===== config.mk =====
export PLATFORM = sky130hd
export DESIGN_NAME = reg_scoreboard_flat
export DESIGN_NICKNAME = d
export VERILOG_FILES = /design/src/rtl/reg_scoreboard_pkg.sv /design/src/rtl/reg_scoreboard_if.sv /design/src/rtl/reg_scoreboard_counter.sv /design/src/rtl/reg_scoreboard.sv /design/src/flat_wrapper.sv
export SDC_FILE = /design/constraint.sdc
export NUM_CORES = 1
export LEC_CHECK = 0
export ABC_CLOCK_PERIOD_IN_PS = 5700
export BUFFER_PORTS_ARGS = -buffer_cell sky130_fd_sc_hd__buf_4
export CORE_AREA = 2 2 80 82
export CTS_BUF_LIST = sky130_fd_sc_hd__clkbuf_4
export DETAILED_ROUTE_END_ITERATION = 8
export DIE_AREA = 0 0 82 84
export PLACE_DENSITY = 0.86
export SETUP_SLACK_MARGIN = 0.5
export SKIP_LAST_GASP = 1
export SLEW_MARGIN = 25
export SYNTH_ARGS = -nofsm -noshare
export SYNTH_HDL_FRONTEND = slang
export SYNTH_SLANG_ARGS = --single-unit

===== constraint.sdc =====
create_clock -name clk -period 5.7 [get_ports clk]
set_input_delay 0.855 -clock clk [delete_from_list [all_inputs] [get_ports clk]]
set_output_delay 0.855 -clock clk [all_outputs]
set_load 0.02 [all_outputs]

===== src/rtl/reg_scoreboard_pkg.sv =====
// Shared types and sizes for the register scoreboard; the register-address width
// and counter width live here so ID, WB and the scoreboard agree on them.
package reg_scoreboard_pkg;

  localparam int REGFILE_ADDRESS_LEN = 4;
  localparam int SCOREBOARD_CNT_LEN  = 2;

  typedef logic [REGFILE_ADDRESS_LEN-1:0] reg_addr_t;

  // One-entry record of the most recent unfrozen issue, used for load-use detection.
  typedef struct packed {
    logic      valid;
    reg_addr_t dest;
  } ld_entry_t;

endpackage


===== src/rtl/reg_scoreboard_if.sv =====
// Signal bundle between the ID/WB stages (master) and the register scoreboard (slave).
// cnt_dbg exposes every pending counter so checkers can observe the tracked state.
interface reg_scoreboard_if
  import reg_scoreboard_pkg::*;
#(
  parameter int NUM_REGS = 16,
  parameter int CNT_W    = SCOREBOARD_CNT_LEN
);

  // issue_valid and wb_enable are single-cycle qualifiers with no ready/backpressure:
  // each is consumed on the rising edge where it is high and freeze is low, and the
  // only flow control back to ID is the combinational hazard stall request.
  logic                           issue_valid;
  reg_addr_t                      issue_dest;
  logic                           issue_is_load;
  reg_addr_t                      src1;
  logic                           src1_valid;
  reg_addr_t                      src2;
  logic                           two_src;
  logic                           wb_enable;
  reg_addr_t                      wb_dest;
  logic                           freeze;
  logic                           hazard;
  logic                           pending_any;
  logic                           overflow_err;
  logic [NUM_REGS-1:0][CNT_W-1:0] cnt_dbg;

  modport master (
    output issue_valid, issue_dest, issue_is_load, src1, src1_valid,
           src2, two_src, wb_enable, wb_dest, freeze,
    input  hazard, pending_any, overflow_err, cnt_dbg
  );

  modport slave (
    input  issue_valid, issue_dest, issue_is_load, src1, src1_valid,
           src2, two_src, wb_enable, wb_dest, freeze,
    output hazard, pending_any, overflow_err, cnt_dbg
  );

endinterface


===== src/rtl/reg_scoreboard_counter.sv =====
// Saturating up/down pending-write counter for a single architectural register.
// Simultaneous inc and dec cancel; decrement at zero is ignored.
module scoreboard_counter #(
  parameter int CNT_W = 2
) (
  input  logic             clk,
  input  logic             rst,
  input  logic             inc_i,
  input  logic             dec_i,
  output logic [CNT_W-1:0] count_o,
  output logic             sat_o
);

  localparam logic [CNT_W-1:0] CNT_MAX = '1;

  logic [CNT_W-1:0] cnt_q, cnt_d;

  always_comb begin
    cnt_d = cnt_q;
    if (inc_i && !dec_i && (cnt_q != CNT_MAX)) begin
      cnt_d = cnt_q + CNT_W'(1);
    end else if (dec_i && !inc_i && (cnt_q != '0)) begin
      cnt_d = cnt_q - CNT_W'(1);
    end
  end

  always_ff @(posedge clk or negedge rst) begin
    if (!rst) begin
      cnt_q <= '0;
    end else begin
      cnt_q <= cnt_d;
    end
  end

  assign count_o = cnt_q;
  assign sat_o   = (cnt_q == CNT_MAX);

endmodule


===== src/rtl/reg_scoreboard.sv =====
// Pending-write scoreboard beside the ID stage: counts outstanding writes per register
// and raises hazard for unresolved sources. Define SCOREBOARD_FORWARDING_EN for load-use only.
module reg_scoreboard
  import reg_scoreboard_pkg::*;
#(
  parameter int NUM_REGS = 16,
  parameter int CNT_W    = SCOREBOARD_CNT_LEN
) (
  input logic               clk,
  input logic               rst,
  reg_scoreboard_if.slave   bus
);

  localparam int AW = REGFILE_ADDRESS_LEN;

  logic                           issue, retire;
  logic [NUM_REGS-1:0]            inc_oh, dec_oh, sat, nz_next;
  logic [NUM_REGS-1:0][CNT_W-1:0] cnt;
  logic                           ovf_set;
  logic                           pending_any_q, pending_any_d;
  logic                           overflow_q, overflow_d;

  assign issue  = bus.issue_valid & ~bus.freeze;
  assign retire = bus.wb_enable & ~bus.freeze;

  always_comb begin
    inc_oh = '0;
    dec_oh = '0;
    for (int r = 0; r < NUM_REGS; r++) begin
      inc_oh[r] = issue  && (bus.issue_dest == AW'(r));
      dec_oh[r] = retire && (bus.wb_dest    == AW'(r));
    end
  end

  for (genvar g = 0; g < NUM_REGS; g++) begin : g_cnt
    scoreboard_counter #(.CNT_W(CNT_W)) u_cnt (
      .clk     (clk),
      .rst     (rst),
      .inc_i   (inc_oh[g]),
      .dec_i   (dec_oh[g]),
      .count_o (cnt[g]),
      .sat_o   (sat[g])
    );
  end

  // Non-zero-ness of each counter's next value, without duplicating the counter datapath.
  always_comb begin
    nz_next = '0;
    for (int r = 0; r < NUM_REGS; r++) begin
      nz_next[r] = (inc_oh[r] & ~dec_oh[r]) |
                   ((cnt[r] != '0) & ~(dec_oh[r] & ~inc_oh[r] & (cnt[r] == CNT_W'(1))));
    end
  end

  assign ovf_set       = |(inc_oh & ~dec_oh & sat);
  assign pending_any_d = |nz_next;
  assign overflow_d    = overflow_q | ovf_set;

  always_ff @(posedge clk or negedge rst) begin
    if (!rst) begin
      pending_any_q <= 1'b0;
      overflow_q    <= 1'b0;
    end else begin
      pending_any_q <= pending_any_d;
      overflow_q    <= overflow_d;
    end
  end

  assign bus.pending_any  = pending_any_q;
  assign bus.overflow_err = overflow_q;
  assign bus.cnt_dbg      = cnt;

`ifdef SCOREBOARD_FORWARDING_EN
  ld_entry_t ld_q, ld_d;

  always_comb begin
    ld_d = ld_q;
    if (!bus.freeze) begin
      ld_d.valid = issue & bus.issue_is_load;
      ld_d.dest  = bus.issue_dest;
    end
  end

  always_ff @(posedge clk or negedge rst) begin
    if (!rst) begin
      ld_q <= '0;
    end else begin
      ld_q <= ld_d;
    end
  end

  assign bus.hazard = ld_q.valid &
                      ((bus.src1_valid & (bus.src1 == ld_q.dest)) |
                       (bus.two_src    & (bus.src2 == ld_q.dest)));
`else
  logic [NUM_REGS-1:0] eff_pend;

  // A write retiring this cycle lands in the regfile as ID reads it, so it no longer blocks;
  // a retire against an empty counter never produces a pending count.
  always_comb begin
    eff_pend = '0;
    for (int r = 0; r < NUM_REGS; r++) begin
      eff_pend[r] = (cnt[r] != '0) & ~(dec_oh[r] & (cnt[r] == CNT_W'(1)));
    end
  end

  assign bus.hazard = (bus.src1_valid & eff_pend[bus.src1]) |
                      (bus.two_src    & eff_pend[bus.src2]);
`endif

endmodule

===== src/flat_wrapper.sv =====
// flat-port wrapper written by rule: the top's interface ports become plain ports
module reg_scoreboard_flat import reg_scoreboard_pkg::*;
#(
  parameter int NUM_REGS = 16,
  parameter int CNT_W    = SCOREBOARD_CNT_LEN
)
  (clk, rst, bus_issue_valid, bus_issue_dest, bus_issue_is_load, bus_src1, bus_src1_valid, bus_src2, bus_two_src, bus_wb_enable, bus_wb_dest, bus_freeze, bus_hazard, bus_pending_any, bus_overflow_err, bus_cnt_dbg);
  reg_scoreboard_if #(.NUM_REGS(NUM_REGS), .CNT_W(CNT_W)) bus_i ();
  input logic clk;
  input logic rst;
  input wire logic [$bits(bus_i.issue_valid)-1:0] bus_issue_valid;
  input wire logic [$bits(bus_i.issue_dest)-1:0] bus_issue_dest;
  input wire logic [$bits(bus_i.issue_is_load)-1:0] bus_issue_is_load;
  input wire logic [$bits(bus_i.src1)-1:0] bus_src1;
  input wire logic [$bits(bus_i.src1_valid)-1:0] bus_src1_valid;
  input wire logic [$bits(bus_i.src2)-1:0] bus_src2;
  input wire logic [$bits(bus_i.two_src)-1:0] bus_two_src;
  input wire logic [$bits(bus_i.wb_enable)-1:0] bus_wb_enable;
  input wire logic [$bits(bus_i.wb_dest)-1:0] bus_wb_dest;
  input wire logic [$bits(bus_i.freeze)-1:0] bus_freeze;
  output wire logic [$bits(bus_i.hazard)-1:0] bus_hazard;
  output wire logic [$bits(bus_i.pending_any)-1:0] bus_pending_any;
  output wire logic [$bits(bus_i.overflow_err)-1:0] bus_overflow_err;
  output wire logic [$bits(bus_i.cnt_dbg)-1:0] bus_cnt_dbg;
  assign bus_i.issue_valid = bus_issue_valid;
  assign bus_i.issue_dest = bus_issue_dest;
  assign bus_i.issue_is_load = bus_issue_is_load;
  assign bus_i.src1 = bus_src1;
  assign bus_i.src1_valid = bus_src1_valid;
  assign bus_i.src2 = bus_src2;
  assign bus_i.two_src = bus_two_src;
  assign bus_i.wb_enable = bus_wb_enable;
  assign bus_i.wb_dest = bus_wb_dest;
  assign bus_i.freeze = bus_freeze;
  assign bus_hazard = bus_i.hazard;
  assign bus_pending_any = bus_i.pending_any;
  assign bus_overflow_err = bus_i.overflow_err;
  assign bus_cnt_dbg = bus_i.cnt_dbg;
  reg_scoreboard #(.NUM_REGS(NUM_REGS), .CNT_W(CNT_W)) u_core (.clk(clk), .rst(rst), .bus(bus_i));
endmodule

==> results of run 1 <==
-- flip-flops by register name (all words and copies together) (netlist names) --
name / cells
u_core.g_cnt.u_cnt.count_o: 32
u_core.bus.overflow_err: 1
u_core.bus.pending_any: 1
-- layout make-up --
cell class              count  area share (%)
repair buffers             58            10.3
clock inverters             2           0.208
multi-input cells         381            62.9
clock buffers               6            1.07
inverters                  34            3.03
well taps                  77            2.28
flip-flops and latches     34            20.2
-- metrics by stage --
step           worst slack, ns  power [uW]
2_1_floorplan             2.40        1110
3_3_place_gp              1.70        1430
3_5_place_dp              1.64        1480
4_1_cts                   1.65        1630
5_1_grt                   1.46        1770
6_report                  1.59        1630
-- worst max-delay path: cells and delay by family --
kind | cells | cell delay, ns
compound gates | 3 | 0.66
buf+inv | 2 | 0.29
mux | 1 | 0.52
simple gates | 2 | 0.92
-- synthesized netlist by cell type, types with 3 or more instances --
cell	instances
nor2_1	50
ha_1	48
nand2_1	38
o21ai_0	35
dfrtp_1	34
inv_1	34
nand3_1	24
a31oi_1	21
nor3_1	19
a21oi_1	16
xnor2_1	16
o211ai_1	12
clkbuf_1	10
nor4_1	9
o22ai_1	8
a22oi_1	7
nand4_1	6
and2_1	5
mux2i_1	5
o221ai_1	5
nand2b_1	4
nor2b_1	4
buf_2	3
mux4_2	3
nand4b_1	3
nand4bb_1	3
o2111ai_1	3
-- cells by family (layout without fill, tap and decap cells) --
logic type | after synthesis | in the layout | synth area share [%]
simple gates | 186 | 186 | 27.0
compound gates | 123 | 123 | 21.6
buf+inv | 49 | 100 | 5.28
fa+ha+maj | 48 | 48 | 16.2
flops | 34 | 34 | 23.0
xor+xnor | 16 | 16 | 3.79
mux | 8 | 8 | 3.18
-- per-layer routing --
| metal | up-vias | GRT usage, % | wire length (microns) |
|---|---|---|---|
| met1 | 1841 | 43.5 | 4450 |
| met2 | 223 | 51.2 | 5130 |
| met4 | 0 | 10.2 | 166 |
| met5 | - | 0 | 0 |
| met3 | 23 | 4.76 | 836 |
| li1 | 1812 | - | - |
-- cells in the final DEF (no fill, tap or decap), types with 3 or more instances in the layout --
master | netlist | routed
mux2i_1 | 5 | 5
nand3_1 | 24 | 24
mux4_2 | 3 | 3
nand4_1 | 6 | 6
nor2_1 | 50 | 50
xnor2_1 | 16 | 16
nand2_1 | 38 | 38
nor3_1 | 19 | 19
clkbuf_4 | 0 | 6
a22oi_1 | 7 | 7
inv_1 | 34 | 34
o21ai_0 | 35 | 35
a21oi_1 | 16 | 16
o2111ai_1 | 3 | 3
dfrtp_1 | 34 | 34
a31oi_1 | 21 | 21
and2_1 | 5 | 5
nand4b_1 | 3 | 3
buf_4 | 0 | 58
nor2b_1 | 4 | 4
nand2b_1 | 4 | 4
ha_1 | 48 | 48
o22ai_1 | 8 | 8
nor4_1 | 9 | 9
o211ai_1 | 12 | 12
o221ai_1 | 5 | 5
nand4bb_1 | 3 | 3
-- worst paths after layout --
| check | slack [ns] | depth (start not counted) | endpoint | start |
|---|---|---|---|---|
| worst max-delay path | 1.59 | 8 | bus_hazard | bus_wb_dest[0] |
| worst min-delay path | 0.45 | 1 | u_core.g_cnt[14].u_cnt.count_o[0] | rst |
| worst max register to register | 3.71 | 7 | u_core.bus.pending_any | u_core.g_cnt[12].u_cnt.count_o[1] |
| worst min register to register | 0.56 | 1 | u_core.g_cnt[1].u_cnt.count_o[0] | u_core.g_cnt[1].u_cnt.count_o[0] |
| max in group asynchronous | 4.92 | 1 | u_core.g_cnt[15].u_cnt.count_o[1] | rst |
| min in group clk | 0.56 | 1 | u_core.g_cnt[1].u_cnt.count_o[0] | u_core.g_cnt[1].u_cnt.count_o[0] |
-- where the power goes --
| part | total (uW) | internal [uW] | switching, uW |
|---|---|---|---|
| logic | 1020 | 429 | 587 |
| clock network | 142 | 51.2 | 91.2 |
| registers | 475 | 336 | 139 |
==> qor.txt, run 1 <==
CTS tree: done
Synth Warn #: 0
Clock Path Buffers: 2
Drt drc: 0
Area of the multi-input gates: 0.00265 sq mm
CTS Root Cell: clkbuf_4
Cell mode on critical path: buf_4
Finished Cell Area: 0.00422 sq mm
Share of the synthesized area in the top cell type: 23.0%
CP max stage cell: nor2b_1
Die Area: 0.00689 sq mm
Worst path cell trace: buf_4 > nor2b_1 > a31oi_1 > mux4_2 > and3b_1 > o31ai_1 > o211ai_1 > buf_4
Post-synth ARST share: 100%
CP max stage delay: 0.75 ns
Initial Util: 60.7%
Post-synthesis cell count: 464
Clock transition at path regs: 0.12 ns
CTS Sinks: 34
Initial antenna violation count: 0
Synth top area cells: dfrtp_1 (23%), ha_1 (16%), nor2_1 (5.1%)
CTS resizes: 0
Status: complete, no violations
Largest net degree at the start of global routing: 35
RSZ-0062 raised after global routing: no
Number of nets still failing antenna checks after routing: 0
First-pass GRT wire length: 17300 microns
Vias in the first global route: 3686
Static leakage power: 0.00178 uW
Hold Crit Class: in -> async
Max-slew headroom: 37.1%
TritonRoute pass-1 iters: 6
Maximum clock rate: 243 MHz
CTS Buf Count: 5
Startpoint Class: input port
Max Cap Viol: 0
Non-filler instance count after layout: 592
Fill cell count: 528
Fin Setup TNS: 0 ns
Fin crit period: 4.11 ns
Core area: 0.00610 sq mm
Total Nets Final: 586
Worst skew pair latency: 0.34 ns
Netlist cell types: 57
Total number of vias: 3899
Setup violations, final: 0
Most used DFF post-synth: dfrtp_1
Cell taking the most area after synthesis: dfrtp_1
Post-synth EDFFs: 0
Pwr Density: 388 mW/mm^2
Critical Path AT: 3.26 ns
Diode count: 0
Post-synthesis sequential area ratio: 23.0%
DP Area: 0.00416 sq mm
Crit Path Category: in -> out
Placed Instances: 584
H-Tree Depth: 2
Pins Over Slew Limit: 0
Synth Cell Area: 0.00370 sq mm
Hold Buf Count CTS: 0
Layout cell share with drive strength beyond 1: 14.6%
Finished Core Util: 69.2%
Crit-path max FO: 12
DP HPWL: 8130 microns
# Post-CTS Setup Buffers: 0
Crit path required time: 4.85 ns
Syn_nets: 536
Register bit total from synthesis: 34
Skew final: 0.00583 ns
Slew at the pin closest to its max-slew limit: 0.941 ns
Sequential Area: 851 sq um
Routed wire per std cell: 17.9 microns
Initial DRC Count: 364
Vias per cell: 6.59
Area growth, synth to finish: 14.0%
GPL Wtd Cong: 0.962
Num rows: 29
Syn_area_per_cell: 7.97 sq um
GRT Total Usage: 31.9%
Setup crit end kind: output pin
Die extent in y: 84 microns
Maximum VDD drop: 0.000234 V
Number of port buffers: 57
Tcrit/Tclk final: 72.1%
Final hold vios: 0
Total Wirelength: 10600 microns
Die Wd: 82 microns
Remaining global-route overflow: 0
Io pins: 59
Final hold slack: 0.452 ns
(Power assumes the default switching activity.)
==> inputs of run 2 (changes only) <==
--- a/config.mk
+++ b/config.mk
@@ -5,13 +5,14 @@
 export SDC_FILE = /design/constraint.sdc
 export NUM_CORES = 1
 export LEC_CHECK = 0
-export ABC_CLOCK_PERIOD_IN_PS = 5700
+export ABC_AREA = 1
+export ABC_CLOCK_PERIOD_IN_PS = 3300
 export BUFFER_PORTS_ARGS = -buffer_cell sky130_fd_sc_hd__buf_4
-export CORE_AREA = 2 2 80 82
+export CORE_AREA = 2 2 86 88
 export CTS_BUF_LIST = sky130_fd_sc_hd__clkbuf_4
 export DETAILED_ROUTE_END_ITERATION = 8
-export DIE_AREA = 0 0 82 84
-export PLACE_DENSITY = 0.86
+export DIE_AREA = 0 0 88 90
+export PLACE_DENSITY = 0.78
 export SETUP_SLACK_MARGIN = 0.5
 export SKIP_LAST_GASP = 1
 export SLEW_MARGIN = 25
==> constraint.sdc (replaced) <==
create_clock -name clk -period 3.3 [get_ports clk]
set_input_delay 0.495 -clock clk [delete_from_list [all_inputs] [get_ports clk]]
set_output_delay 0.495 -clock clk [all_outputs]
set_load 0.02 [all_outputs]
==> run 2 against run 1 <==
Effect of this change: setup slack worse by 0.78 ns; total power up 86%; critical path depth up 4; sequential share of layout area down 0.089 points; first-iteration DRC count down 16%; sequential power up 80%; synthesized cell count up 13%; sequential cell count unchanged; count of clock-buffer cells in the layout up 1; critical path type unchanged; register-to-register slack worse by 2.1 ns.
==> qor.txt, run 2 <==
Setup violations, final: 0 (unchanged)
First-pass GRT wire length: 16600 microns (-4.3%)
Pins Over Slew Limit: 0 (unchanged)
Maximum clock rate: 401 MHz
Max reg flops: 32 (unchanged)
Tcrit/Tclk final: 75.6%
Cell mode on critical path: nand3_1
Core area: 0.00702 sq mm (+15%)
Clock Path Buffers: 2 (unchanged)
Maximum VDD drop: 0.000490 V (+110%)
Final hold vios: 0 (unchanged)
Io pins: 59 (unchanged)
Crit-path max FO: 9 (-3)
Post-synthesis sequential area ratio: 23.4% (+0.38 points)
Setup crit start: bus_freeze
DP HPWL: 8520 microns (+4.7%)
Post-synth EDFFs: 0 (unchanged)
Synth top area cells: dfrtp_1 (23%), ha_1 (17%), nand3_1 (13%)
Hold Crit Class: in -> async
Max-slew headroom: 69.0% (+32 points)
Synth Cell Area: 0.00364 sq mm (-1.6%)
Initial antenna violation count: 0 (unchanged)
Final Worst Setup Slack: 0.806 ns (-0.784 ns)
Non-filler instance count after layout: 685 (+16%)
Worst skew pair latency: 0.34 ns (about the same)
CTS Buf Count: 5 (unchanged)
GRT Total Usage: 26.9% (-5.0 points)
Syn_nets: 596 (+11%)
Worst slack at placement: 0.823 ns (-0.820 ns)
Static leakage power: 0.00230 uW (+29%)
Die Wd: 88 microns (+7.3%)
Hold Buf Count CTS: 0 (unchanged)
Drt drc: 0 (unchanged)
Initial Util: 51.8% (-8.8 points)
Setup crit end kind: output pin
Pwr Density: 719 mW/mm^2 (+85%)
Remaining global-route overflow: 0 (unchanged)
Comb power frac: 63.8% (+1.6 points)
Diode count: 0 (unchanged)
Number of port buffers: 57 (unchanged)
Synth Warn #: 0 (unchanged)
Startpoint Class: input port
Layout cell share with drive strength beyond 1: 17.1% (+2.5 points)
Routed wire per std cell: 14.9 microns (-16%)
Commonest non-fill, non-tap cells in the layout: nand2_1 (100), nand3_1 (95), inv_1 (89), buf_4 (57), ha_1 (48)
Register bit total from synthesis: 34 (unchanged)
Fill cell count: 684 (+30%)
Switching share of power: 50.6% (+0.59 points)
Most used DFF post-synth: dfrtp_1
Total Wirelength: 10200 microns (-3.3%)
Cell taking the most area after synthesis: dfrtp_1
Top-count cell post-synth: nand2_1
Die Area: 0.00792 sq mm (+15%)
Netlist cell types: 30 (-47%)
Clock transition at path regs: 0.11 ns (about the same)
Skew final: 0.00994 ns (+0.00412 ns)
Placed Instances: 678 (+16%)
Critical Path AT: 2.00 ns (-1.26 ns)
RSZ-0062 raised after global routing: no
# Post-CTS Setup Buffers: 0 (unchanged)
Crit Path Category: in -> out
Slew at the pin closest to its max-slew limit: 0.465 ns (-0.476 ns)
Fin Setup TNS: 0 ns (unchanged)
Die extent in y: 90 microns (+7.1%)
Syn_area_per_cell: 6.94 sq um (-13%)
H-Tree Depth: 2 (unchanged)
Worst path cell trace: buf_4 > inv_2 > nand2_4 > nor2_4 > nand3_1 > nand3_1 > nand3_1 > nand3_1 > nand3_1 > nand3_1 > nand2_1 > buf_4
Total number of vias: 3622 (-7.1%)
CP max stage delay: 0.25 ns (-0.50 ns)
Reg power frac: 28.1% (-1.0 points)
Sequential Area: 851 sq um (unchanged)
Max Cap Viol: 0 (unchanged)
Area growth, synth to finish: 16.4%
GPL Wtd Cong: 0.928 (-3.6%)
CTS Sinks: 34 (unchanged)
Crit path required time: 2.80 ns (-2.05 ns)
CP max stage cell: nor2_4
Crit path buffers/inverters: 3 (+1)
CTS resizes: 0 (unchanged)
CTS tree: done
Top delay family on crit path: simple AND/OR/NAND/NOR gates
FF-to-FF Start: u_core.g_cnt[2].u_cnt.count_o[0]
Post-synthesis cell count: 524 (+13%)
Number of nets still failing antenna checks after routing: 0 (unchanged)
Share of the synthesized area in the top cell type: 23.4% (+0.38 points)
Status: complete, no violations
Initial DRC Count: 305 (-16%)
Sw power: 1540 uW (+88%)
Clock power frac: 8.0% (-0.7 points)
Fin crit period: 2.49 ns
Num rows: 31 (+6.9%)
Vias per cell: 5.29 (-20%)
CTS Root Cell: clkbuf_4
Largest net degree at the start of global routing: 35 (unchanged)
Area of the multi-input gates: 0.00241 sq mm (-9.2%)
Internal: 1500 uW (+84%)
Vias in the first global route: 3452 (-6.3%)
Post-synth ARST share: 100% (unchanged)
Commonest non-fill, non-tap cell in the layout: nand2_1
TritonRoute pass-1 iters: 6 (unchanged)
Commonest cells post-synth: nand2_1 (100), nand3_1 (95), inv_1 (89), ha_1 (48), nor2_1 (41)
Total Nets Final: 658 (+12%)
run 2: kinds of logic (layout without fill, tap and decap cells):
group                      Yosys count  in the layout  synth area share (%)
xor gates and xnor gates            28             28                  6.74
DFF                                 34             34                  23.4
muxes                                1              1                 0.309
AOI/OAI and AO/OA                   37             37                  6.57
adders and majority gates           48             48                  16.5
buffers and inverters              101            163                  10.4
and+or+nand+nor                    275            275                  36.1
run 2: path summary, 6_finish.rpt:
check                                               endpoint  slack, ns  depth (start not counted)
setup / recovery                                  bus_hazard       0.81                         12
setup reg to reg                      u_core.bus.pending_any       1.66                          7
min in group clk           u_core.g_cnt[11].u_cnt.count_o[0]       0.55                          1
hold reg to reg            u_core.g_cnt[11].u_cnt.count_o[0]       0.55                          1
hold / removal             u_core.g_cnt[14].u_cnt.count_o[0]       0.09                          1
max in group asynchronous   u_core.g_cnt[7].u_cnt.count_o[1]       2.88                          1
run 2: final cells by class:
type | count | area share, %
Tap cell | 99 | 2.92
Sequential cell | 34 | 20.1
Clock buffer | 7 | 1.24
Multi-Input combinational cell | 389 | 56.9
Timing Repair Buffer | 57 | 10.1
Inverter | 99 | 8.77
run 2: per-layer routing:
| layer | part of all wire, % | vias to the layer above | wire [microns] | track usage, % |
|---|---|---|---|---|
| met1 | 46 | 1666 | 4670 | 37.3 |
| met3 | 5.9 | 19 | 607 | 4.59 |
| met2 | 46 | 135 | 4710 | 42.2 |
| met4 | 2.4 | 0 | 245 | 8.59 |
| met5 | 0 | - | 0 | 0 |
| li1 | - | 1802 | - | - |
run 2: power by group through the flow:
stage               combinational (uW)  sequential, uW  clock, uW
floorplan                         1010            1090          0
global placement                  1880             853          0
detailed placement                1940             870          0
CTS                               1950             863        259
global route                      2160             898        276
finish                            1940             857        245
run 2: stage by stage:
stage	power, uW	area, sq um	hold WS [ns]	util (%)
floorplan	2100	3640	0.199	-
global route	3340	4240	0.114	60.3
global placement	2730	4180	0.471	59.6
CTS	3070	4240	0.0974	60.3
detailed placement	2810	4180	0.483	59.6
finish	3040	4240	0.0870	60.3
==> inputs of run 3 (changes only) <==
--- a/config.mk
+++ b/config.mk
@@ -6,7 +6,7 @@
 export NUM_CORES = 1
 export LEC_CHECK = 0
 export ABC_AREA = 1
-export ABC_CLOCK_PERIOD_IN_PS = 3300
+export ABC_CLOCK_PERIOD_IN_PS = 2190
 export BUFFER_PORTS_ARGS = -buffer_cell sky130_fd_sc_hd__buf_4
 export CORE_AREA = 2 2 86 88
 export CTS_BUF_LIST = sky130_fd_sc_hd__clkbuf_4
==> constraint.sdc (replaced) <==
create_clock -name clk -period 2.19 [get_ports clk]
set_input_delay 0.3285 -clock clk [delete_from_list [all_inputs] [get_ports clk]]
set_output_delay 0.3285 -clock clk [all_outputs]
set_load 0.02 [all_outputs]
==> run 3 against run 2 <==
Effect of this change: clock skew decreased by 0.0010 ns; setup slack got worse by 0.71 ns; sequential share of layout area decreased by 3.5 points; die area unchanged; via count increased by 10%; count of clock-buffer cells in the layout decreased by 1; cell area increased by 24%; worst hold slack improved by 0.40 ns; first-iteration DRC count decreased by 25%; critical path type is now reg -> out; largest cell class unchanged; highest routed layer unchanged.
==> qor.txt, run 3 (synthesis results as in run 2) <==
Status: complete, no violations
Skew final: 0.00890 ns (-0.00104 ns)
Total number of vias: 3993 (+10%)
Remaining global-route overflow: 0 (unchanged)
Initial DRC Count: 230 (-25%)
Vias in the first global route: 3900 (+13%)
CP max stage cell: dfrtp_1
Startpoint Class: flop
Fill cell count: 523 (-24%)
CTS tree: done
Commonest non-fill, non-tap cell in the layout: buf_4
Fin crit period: 2.09 ns
Initial antenna violation count: 0 (unchanged)
Worst path cell trace: inv_2 > ha_4 > nand3_4 > nand3_2 > nand3_2 > nand3_2 > nand3_1 > nand3_1 > nand2_1 > buf_6
Number of port buffers: 57 (unchanged)
Hold Crit Class: in -> async
Pins Over Slew Limit: 0 (unchanged)
Die extent in y: 90 microns (unchanged)
DP HPWL: 8820 microns (+3.6%)
H-Tree Depth: 2 (unchanged)
RSZ-0062 raised after global routing: yes
Total Nets Final: 713 (+8.4%)
Design Power: 6180 uW (+100%)
Top delay family on crit path: simple AND/OR/NAND/NOR gates
Setup crit end kind: output pin
Tcrit/Tclk final: 95.4%
CTS Buf Count: 5 (unchanged)
Max reg flops: 32 (unchanged)
Comb power frac: 73.0% (+9.2 points)
CP max stage delay: 0.42 ns (+0.17 ns)
GPL Wtd Cong: 0.954 (+2.8%)
Internal: 3190 uW (+110%)
Num rows: 31 (unchanged)
Diode count: 0 (unchanged)
Reg power frac: 21.1% (-7.0 points)
Switching share of power: 48.5% (-2.2 points)
Maximum VDD drop: 0.000834 V (+70%)
Area growth, synth to finish: 44.5%
Die Area: 0.00792 sq mm (unchanged)
Maximum clock rate: 479 MHz
Critical Path AT: 1.76 ns (-0.24 ns)
Largest net degree at the start of global routing: 35 (unchanged)
Sw power: 3000 uW (+94%)
Clock power frac: 6.0% (-2.0 points)
Total Wirelength: 12400 microns (+21%)
Crit Path Category: reg -> out
Pwr Density: 1180 mW/mm^2 (+64%)
Die Wd: 88 microns (unchanged)
CTS Root Cell: clkbuf_4
Vias per cell: 5.39 (+1.9%)
Clock Path Buffers: 2 (unchanged)
Final hold vios: 0 (unchanged)
Slew at the pin closest to its max-slew limit: 0.465 ns (+0.000244 ns)
Commonest non-fill, non-tap cells in the layout: buf_4 (109), nand2_1 (100), inv_1 (54), nand3_2 (43), nand3_1 (43)
Static leakage power: 0.00260 uW (+13%)
Crit path required time: 1.86 ns (-0.94 ns)
Initial Util: 51.8% (unchanged)
Cell mode on critical path: nand3_2
Max Cap Viol: 0 (unchanged)
Number of nets still failing antenna checks after routing: 0 (unchanged)
Clock transition at path regs: 0.12 ns (about the same)
Routed wire per std cell: 16.7 microns (+12%)
Layout cell share with drive strength beyond 1: 43.9% (+27 points)
Setup violations, final: 0 (unchanged)
Drt drc: 0 (unchanged)
Crit path buffers/inverters: 2 (-1)
First-pass GRT wire length: 19000 microns (+15%)
Fin Setup TNS: 0 ns (unchanged)
Final hold slack: 0.485 ns (+0.398 ns)
Worst skew pair latency: 0.36 ns (+0.02 ns)
TritonRoute pass-1 iters: 5 (-1)
Max-slew headroom: 69.0% (about the same)
CTS Sinks: 34 (unchanged)
Crit-path max FO: 3 (-6)
Io pins: 59 (unchanged)
Core area: 0.00702 sq mm (unchanged)
GRT Total Usage: 30.9% (+4.0 points)
==> run 3: cell types whose count changed in the layout (fill, tap and decap cells not counted), sizes merged <==
cell / previous run / this run
clkbuf: 7 / 6
dlygate4sd3: 0 / 1
clkinv: 0 / 2
buf: 57 / 111
==> run 3: power by group through the flow <==
stage	sequential [uW]	clock [uW]	combinational [uW]
3_5_place_dp	1350	0	2940
6_report	1300	368	4510
2_1_floorplan	1660	0	1520
5_1_grt	1340	412	4860
3_3_place_gp	1320	0	2860
4_1_cts	1280	374	4190
==> run 3: per-stage QoR <==
step                      util (%)  worst slack, ns  std cells  cell area, sq um
after floorplan                  -            0.502        524              3650
after detailed placement      60.1            0.128        681              4220
after global placement        60.1            0.108        681              4220
after global routing          74.9          0.00551        741              5260
after CTS                     73.0            0.132        733              5120
final                         74.9            0.101        741              5260
==> run 3: path summary, 6_finish.rpt <==
kind                                                   start                                end  slack, ns  cells past startpoint
min reg2reg                u_core.g_cnt[13].u_cnt.count_o[0]  u_core.g_cnt[13].u_cnt.count_o[0]       0.54                      1
max reg2reg                 u_core.g_cnt[9].u_cnt.count_o[0]            u_core.bus.overflow_err       0.51                      7
max in group asynchronous                                rst  u_core.g_cnt[13].u_cnt.count_o[0]       1.33                      2
min in group clk                              bus_wb_dest[2]  u_core.g_cnt[11].u_cnt.count_o[1]       0.49                      4
max                        u_core.g_cnt[10].u_cnt.count_o[1]                         bus_hazard       0.10                     10
min                                                      rst   u_core.g_cnt[0].u_cnt.count_o[1]       0.49                      2
==> run 3: worst reg2reg max path, cell delays in order, from the launching register on <==
cell      delay, ns
dfrtp_2        0.45
buf_4          0.14
buf_4          0.13
ha_1           0.20
nand2_1        0.08
nand4_1        0.15
a211oi_2       0.34
nand2_1        0.09
==> run 3: layout make-up <==
| type | count | area, sq um | area share [%] |
|---|---|---|---|
| multi-input combinational | 389 | 2970 | 56.5 |
| clock inverter | 2 | 8.76 | 0.167 |
| timing repair buffer | 112 | 860 | 16.3 |
| sequential | 34 | 870 | 16.5 |
| tap | 99 | 124 | 2.36 |
| inverter | 99 | 379 | 7.21 |
| clock buffer | 6 | 45.0 | 0.857 |
==> run 3: layer usage <==
layer / vias up / routed length [microns] / global-route usage [%]
li1: 1927 / - / -
met1: 1869 / 5330 / 41.2
met2: 164 / 5940 / 50.8
met3: 33 / 719 / 4.04
met4: 0 / 381 / 10.5
met5: - / 0 / 0
==> run 3: what timing repair did <==
item	in CTS	in global routing
hold buffers	1	0
resized for setup	124	23
buffers inserted	43	8
pin swaps	24	5
endpoints found under the setup margin	1	3
endpoints found under the hold margin	34	0
